<file path="src/rtl/fifo_uart_pkg.sv">
// Shared types and constants for the FIFO-fed UART transmitter.
package fifo_uart_pkg;

    localparam int DATASIZE_DEF = 8;

    typedef enum logic [2:0] {
        S_IDLE  = 3'd0,
        S_FETCH = 3'd1,
        S_START = 3'd2,
        S_DATA  = 3'd3,
        S_STOP  = 3'd4
    } tx_state_t;

    // Counter width for a range of n values; never narrower than one bit.
    function automatic int cnt_width(input int n);
        return (n > 1) ? $clog2(n) : 1;
    endfunction

endpackage

</file>
<file path="src/rtl/uart_baud_cnt.sv">
// Free-running bit-period counter: counts 0..CLKS_PER_BIT-1, wraps, and flags the last count.
module uart_baud_cnt
    import fifo_uart_pkg::*;
#(
    parameter int CLKS_PER_BIT = 16
) (
    input  logic clk,
    input  logic rst,
    input  logic clear,
    output logic tick
);

    localparam int CNT_W = cnt_width(CLKS_PER_BIT);
    localparam logic [CNT_W-1:0] LAST = CNT_W'(CLKS_PER_BIT - 1);

    logic [CNT_W-1:0] r_cnt;

    always_ff @(posedge clk or posedge rst) begin
        if (rst) begin
            r_cnt <= '0;
        end else if (clear || (r_cnt == LAST)) begin
            r_cnt <= '0;
        end else begin
            r_cnt <= r_cnt + 1'b1;
        end
    end

    assign tick = !clear && (r_cnt == LAST);

endmodule

</file>
<file path="src/rtl/fifo_uart_tx.sv">
// UART transmitter that pops one word at a time from a synchronous FIFO and
// sends it as start bit, DATASIZE data bits (LSB first) and one stop bit.
module fifo_uart_tx
    import fifo_uart_pkg::*;
#(
    parameter int CLKS_PER_BIT = 16,
    parameter int DATASIZE     = DATASIZE_DEF
) (
    input  logic                clk,
    input  logic                rst,
    input  logic [DATASIZE-1:0] fifo_rdata,
    input  logic                fifo_rempty,
    output logic                fifo_r_en,
    output logic                txd,
    output logic                busy,
    output logic                frame_done
);

    localparam int BIT_W = cnt_width(DATASIZE);
    localparam logic [BIT_W-1:0] LAST_BIT = BIT_W'(DATASIZE - 1);

    if (CLKS_PER_BIT < 2) begin : g_bad_clks_per_bit
        $error("fifo_uart_tx: CLKS_PER_BIT must be >= 2");
    end
    if (DATASIZE < 1) begin : g_bad_datasize
        $error("fifo_uart_tx: DATASIZE must be >= 1");
    end

    tx_state_t           r_state;
    tx_state_t           w_state_nxt;
    logic [DATASIZE-1:0] r_shreg;
    logic [DATASIZE-1:0] w_shreg_nxt;
    logic [BIT_W-1:0]    r_bit_cnt;
    logic [BIT_W-1:0]    w_bit_cnt_nxt;
    logic                r_txd;
    logic                w_txd_nxt;
    logic                w_tick;
    logic                w_baud_clr;

    // Holding the counter clear until START makes START a full bit period.
    assign w_baud_clr = (r_state == S_IDLE) || (r_state == S_FETCH);

    uart_baud_cnt #(
        .CLKS_PER_BIT(CLKS_PER_BIT)
    ) u_baud (
        .clk  (clk),
        .rst  (rst),
        .clear(w_baud_clr),
        .tick (w_tick)
    );

    always_comb begin
        w_state_nxt   = r_state;
        w_shreg_nxt   = r_shreg;
        w_bit_cnt_nxt = r_bit_cnt;
        case (r_state)
            S_IDLE: begin
                if (!fifo_rempty) begin
                    w_state_nxt = S_FETCH;
                end
            end
            S_FETCH: begin
                w_shreg_nxt   = fifo_rdata;
                w_bit_cnt_nxt = '0;
                w_state_nxt   = S_START;
            end
            S_START: begin
                if (w_tick) begin
                    w_state_nxt = S_DATA;
                end
            end
            S_DATA: begin
                if (w_tick) begin
                    if (r_bit_cnt == LAST_BIT) begin
                        w_state_nxt = S_STOP;
                    end else begin
                        w_shreg_nxt   = r_shreg >> 1;
                        w_bit_cnt_nxt = r_bit_cnt + 1'b1;
                    end
                end
            end
            S_STOP: begin
                if (w_tick) begin
                    w_state_nxt = S_IDLE;
                end
            end
            default: w_state_nxt = S_IDLE;
        endcase
    end

    // The line level is derived from the next state so txd lines up with the state register.
    always_comb begin
        case (w_state_nxt)
            S_START: w_txd_nxt = 1'b0;
            S_DATA:  w_txd_nxt = w_shreg_nxt[0];
            default: w_txd_nxt = 1'b1;
        endcase
    end

    always_ff @(posedge clk or posedge rst) begin
        if (rst) begin
            r_state   <= S_IDLE;
            r_shreg   <= '0;
            r_bit_cnt <= '0;
            r_txd     <= 1'b1;
        end else begin
            r_state   <= w_state_nxt;
            r_shreg   <= w_shreg_nxt;
            r_bit_cnt <= w_bit_cnt_nxt;
            r_txd     <= w_txd_nxt;
        end
    end

    // Gating with rst keeps the FIFO untouched while reset is held.
    assign fifo_r_en  = !rst && (r_state == S_IDLE) && !fifo_rempty;
    assign txd        = r_txd;
    assign busy       = (r_state != S_IDLE);
    assign frame_done = (r_state == S_STOP) && w_tick;

endmodule

</file>
<file path="config.mk">
export PLATFORM = sky130hd
export DESIGN_NAME = fifo_uart_tx
export DESIGN_NICKNAME = d
export VERILOG_FILES = /design/src/rtl/fifo_uart_pkg.sv /design/src/rtl/uart_baud_cnt.sv /design/src/rtl/fifo_uart_tx.sv
export SDC_FILE = /design/constraint.sdc
export NUM_CORES = 1
export LEC_CHECK = 0
export CAP_MARGIN = 15
export CELL_PAD_IN_SITES_DETAIL_PLACEMENT = 2
export CELL_PAD_IN_SITES_GLOBAL_PLACEMENT = 2
export CORE_ASPECT_RATIO = 0.7
export CORE_UTILIZATION = 35
export CTS_CLUSTER_SIZE = 28
export DETAILED_ROUTE_END_ITERATION = 8
export PLACE_DENSITY = 0.81
export SETUP_SLACK_MARGIN = 0.3
export SKIP_CTS_REPAIR_TIMING = 1
export SLEW_MARGIN = 10
export SYNTH_ARGS = -nofsm -noshare
export SYNTH_HDL_FRONTEND = slang
export SYNTH_HIERARCHICAL = 1
export SYNTH_SLANG_ARGS = --single-unit
</file>
<file path="constraint.sdc">
create_clock -name clk -period 5.69 [get_ports clk]
set_clock_uncertainty 0.15 [all_clocks]
set_input_delay 0.569 -clock clk [delete_from_list [all_inputs] [get_ports clk]]
set_output_delay 0.569 -clock clk [all_outputs]
set_load 0.02 [all_outputs]
</file>
# Yosys cells after proc, flatten, opt, wreduce, memory -nomap -nowiden
# Cells that the tools add are included.
dict set report classes {
  bitwise 0
  order_cmp 0
  eq_ne 10
  shifts 0
  n_div 0
  multipliers 0
  add_sub_neg 2
  mux 14
  reduce_logical 13
}
# operator count
set ops {}
lappend ops {{$mux 3} 7}
lappend ops {{$mux 8} 2}
lappend ops {{$pmux 8 s2} 1}
lappend ops {{$pmux 3 s5} 1}
lappend ops {{$eq 3x2->1 const B} 4}
lappend ops {{$eq 3x3->1 const B} 2}
lappend ops {{$pmux 3 s2} 1}
lappend ops {{$add 4x1->4 const B} 1}
lappend ops {{$eq 4x4->1 const B} 1}
lappend ops {{$logic_and 1x1->1} 4}
lappend ops {{$mux 4} 1}
lappend ops {{$ne 2x2->1 const B} 2}
lappend ops {{$add 3x1->3 const B} 1}
lappend ops {{$eq 3x1->1 const B} 1}
lappend ops {{$logic_not 1->1} 3}
lappend ops {{$logic_not 3->1} 1}
lappend ops {{$reduce_and 3->1} 1}
lappend ops {{$reduce_bool 3->1} 1}
lappend ops {{$logic_or 1x1->1} 2}
lappend ops {{$pmux 1 s2} 1}
lappend ops {{$reduce_bool 2->1} 1}
dict set report word_totals {
  n_memories 0
  latchBits 0
  output_inout_bits 4
  wordCells 45
  rom_bits 0
  reg_bits 19
  ramBits 0
  input_bits 11
}

# Logic depth before layout (Yosys ltp)
dict set report logic_depth {
  word_depth 8
  depth_mapped 8
}

# By module
# The synthesis kept the hierarchy.
# mod area_each_um2 cells_per_inst n_inst seq_area_each_um2
set modules_own_cells {}
lappend modules_own_cells {fifo_uart_tx 724.4 71 1 376.6}
lappend modules_own_cells {uart_baud_cnt 177.7 15 1 100.1}

# Worst setup path before layout
# No wires, ideal clock.
dict set report synth_timing {
  kind {reg2reg}
  start {reg u_baud.r_cnt[0]}
  end {reg r_txd (netlist: txd)}
  path_slack_ns 3.523
  path_stages_with_launch 8
  n_path_buf 0
  required_time_ns 5.463
  synth_period_minus_slack_ns 2.167
  t_arrival_ns 1.940
  cell_sequence {dfrtp_1 > ha_1 > and3_2 > nor2b_1 > nand4b_1 > o21a_4 > a221o_1 > a21bo_1}
}
# item line
set synth_lines {}
lappend synth_lines {{from (decl)} uart_baud_cnt.sv:16} ;# logic [CNT_W-1:0] r_cnt;
lappend synth_lines {{from (signal assigned)} uart_baud_cnt.sv:24} ;# r_cnt <= r_cnt + 1'b1;
lappend synth_lines {{$eq 4x4->1} uart_baud_cnt.sv:28} ;# assign tick = !clear && (r_cnt == LAST);
lappend synth_lines {{$logic_and 1x1->1} uart_baud_cnt.sv:28}
lappend synth_lines {{net w_tick} fifo_uart_tx.sv:37} ;# logic w_tick;
lappend synth_lines {{$mux 8} fifo_uart_tx.sv:73} ;# if (w_tick) begin
lappend synth_lines {{$pmux 8 s2} fifo_uart_tx.sv:56} ;# case (r_state)
lappend synth_lines {{net w_shreg_nxt[0]} fifo_uart_tx.sv:32} ;# logic [DATASIZE-1:0] w_shreg_nxt;
lappend synth_lines {{$pmux 1 s2} fifo_uart_tx.sv:93} ;# case (w_state_nxt)
lappend synth_lines {{net w_txd_nxt} fifo_uart_tx.sv:36} ;# logic w_txd_nxt;
lappend synth_lines {{to (signal assigned)} fifo_uart_tx.sv:110} ;# r_txd <= w_txd_nxt;
lappend synth_lines {{to (decl)} fifo_uart_tx.sv:35} ;# logic r_txd;
# The timed path passes the listed nets, and every way through them passes these cells. The select of a mux whose other input is x is not followed.
# A chain may end at the register's enable or synchronous reset.

# Final worst setup path
dict set report layout_timing {
  start {reg u_baud.r_cnt[0]}
  end {out frame_done}
}
dict set report layout_between {
  elab_chain_len 3
}
# item line
set layout_lines {}
lappend layout_lines {{$eq 4x4->1} uart_baud_cnt.sv:28}
lappend layout_lines {{$logic_and 1x1->1} uart_baud_cnt.sv:28}
lappend layout_lines {{net w_tick} fifo_uart_tx.sv:37}
lappend layout_lines {{$logic_and 1x1->1} fifo_uart_tx.sv:118} ;# assign frame_done = (r_state == S_STOP) && w_tick;
lappend layout_lines {{to (decl)} fifo_uart_tx.sv:16} ;# output logic frame_done
# The timed path passes the listed nets, and every way through them passes these cells.

==> run metrics <==
Max-cap violations=0; WL final=2490 um; CTS tree=built; post-synthesis register bit count=19; clk sinks=19; Peak Freq=323 MHz; clock-pin slew on the worst setup and hold paths=0.07 ns; vias in the first global route=808; clk buf depth=2; Slew headroom=39.1%; placed cell areas=1060 um2; syn_nets=100; GR met3 Demand/Resource=6.70%; total grt overflow=0; delay-heaviest family, CP=simple AND/OR/NAND/NOR gates; Layout Nets=116; slowest stage delay, CP=0.60 ns; commonest non-fill, non-tap cell in the layout=nand2_1; grt met2 use=34.1%; gpl congestion=0.703; clock latency on the worst-skew pair=0.26 ns; count of flip-flops with a built-in enable after synthesis=0; Vias=740; post-route minimum period=3.10 ns; layer with the highest usage=met2; Synth Warn #=6; clk root buf=clkbuf_8; Reg2Reg Setup Slack=2.68 ns; unrepaired setup endpoints after global routing=no; Setup Crit Path Kind=reg2out; HP Class=reg2reg; crit path DAT=2.38 ns; status=finished clean; setup_tns=0 ns; most frequent cells in the layout=nand2_1 (19), dfrtp_1 (18), clkdlybuf4s50_1 (14), a22oi_1 (6), nor2_1 (5); post-route cell area=1110 um2; Hold EP=r_shreg[5]; DRC violations left=0; sequential-to-total area share from yosys stat=52.8%; Register-to-Register Path Depth=7; CP Launch Type=flip-flop; CP Buf/Inv Count=1; post-synthesis cell count=86; Initial DRC Count=32; hold depth=2; largest net degree at the start of global routing=17; post-DR vias/cell=5.56; HP Start=r_shreg[5]; CP max stage cell=clkdlybuf4s50_1; initial antenna violation count=0; top_reg_cell synth=dfrtp_1; WP data required=4.97 ns; CP cell instances=ha_1 -> and3_2 -> nor2b_1 -> and3_1 -> clkdlybuf4s50_1; Reg2Reg Launch Point=u_baud/r_cnt[0]; Distinct cells, synth=33; Post-Syn Area per Cell=10.5 um2; Layout area overhead=22.7%; layout cells sized above 1=10.9%; Setup crit end kind=output port; M1 GR Usage=26.0%; Buffers on Ports=14; peak supply drop=139 uV; Least-Margin Pin Slew=0.911 ns; die height=44.5 um; P_leak=0.000502 uW; first-pass GRT wire length=4090 um; I/O pin cnt=15; placement row count=14; CORE AREA=2290 um2; Die Wd=62.7 um; Final Hold Vio Count=0; FFs w/ async S/R, synth=100%; Die ar.=2790 um2; TritonRoute pass-1 iters=4; post-synthesis instance area=902 um2; H-tree levels=1; Slew Limit Fails=0; diode count=0; r2r endpoint=txd; routed len/inst=18.7 um; Num CTS Buffers=3; Final Cycle Share=54.4%; CP max FO=6; Routed Antenna Nets=0; aggregate global-route resource usage=20.5%; Starting Density=39.3%; PwrDens=421 nW/um2; final setup fails=0; Detail Placement HPWL=1810 um
## worst max path at each step
stage | slack [ns] | endpoint | depth (start not counted) | start
after floorplan | 3.52 | txd | 7 | u_baud/r_cnt[0]
after global placement | 2.64 | fifo_r_en | 4 | rst
after detailed placement | 2.54 | fifo_r_en | 4 | rst
after CTS | 2.55 | fifo_r_en | 4 | rst
after global routing | 2.44 | frame_done | 5 | u_baud/r_cnt[0]
final | 2.59 | frame_done | 5 | u_baud/r_cnt[0]
## layout make-up
cell class,count,area (um2)
inverters,3,11.3
clock buffers,4,45.0
flip-flops and latches,19,477
well taps,32,40.0
repair buffers,14,140
multi-input cells,61,394
fillers,250,1190
## cells by family (layout without fill, tap and decap cells)
group,Yosys count,count (layout),synth area share (%)
AND/OR/NAND/NOR,38,38,21.6
flip-flops,19,19,52.8
AO/OA/AOI/OAI,18,18,15.7
buffers and inverters,6,21,3.47
adder cells (fa/ha/maj),3,3,4.16
XOR/XNOR,1,1,0.971
multiplexers,1,1,1.25
## per-stage QoR
stage | power (uW) | instances | setup slack (ns) | hold slack, ns | util [%]
4_1_cts | 472 | 133 | 2.55 | 0.336 | 48.3
2_1_floorplan | 316 | 86 | 3.52 | 0.185 | -
3_5_place_dp | 371 | 129 | 2.54 | 0.318 | 46.3
3_3_place_gp | 349 | 129 | 2.64 | 0.313 | 46.3
6_report | 467 | 133 | 2.59 | 0.328 | 48.3
5_1_grt | 500 | 133 | 2.44 | 0.374 | 48.3
## worst min-delay path: cells and delay by family, from the launching register on
kind / cells / cell delay, ns
flops: 1 / 0.34
simple gates: 2 / 0.11
## power breakdown
group	switching, uW	internal [uW]
logic	73.8	69.0
registers	38.9	189
clock network	45.8	49.8
## state kept, by name, summed over array words and instances, names as in the netlist
| register | count |
|---|---|
| r_shreg | 8 |
| u_baud/r_cnt | 4 |
| txd | 1 |
| r_bit_cnt | 3 |
| r_state | 3 |
## layer usage
layer / share of wire, % / wire (um)
met3: 4.7 / 117
met5: 0 / 0
met4: 1.2 / 29
met1: 45 / 1110
met2: 49 / 1230
## cell usage after synthesis (2+ instances only)
| master | n | share of area (%) |
|---|---|---|
| o21ai_0 | 2 | 1.1 |
| nor3_1 | 2 | 1.1 |
| a311oi_1 | 2 | 1.9 |
| inv_1 | 3 | 1.2 |
| nor2_1 | 5 | 2.1 |
| and3_1 | 2 | 1.4 |
| ha_1 | 3 | 4.2 |
| nor3b_1 | 2 | 1.7 |
| a22oi_1 | 6 | 5.0 |
| dfrtp_1 | 18 | 50 |
| nand2_1 | 19 | 7.9 |
No activity file was read; power rests on OpenSTA's default activity.
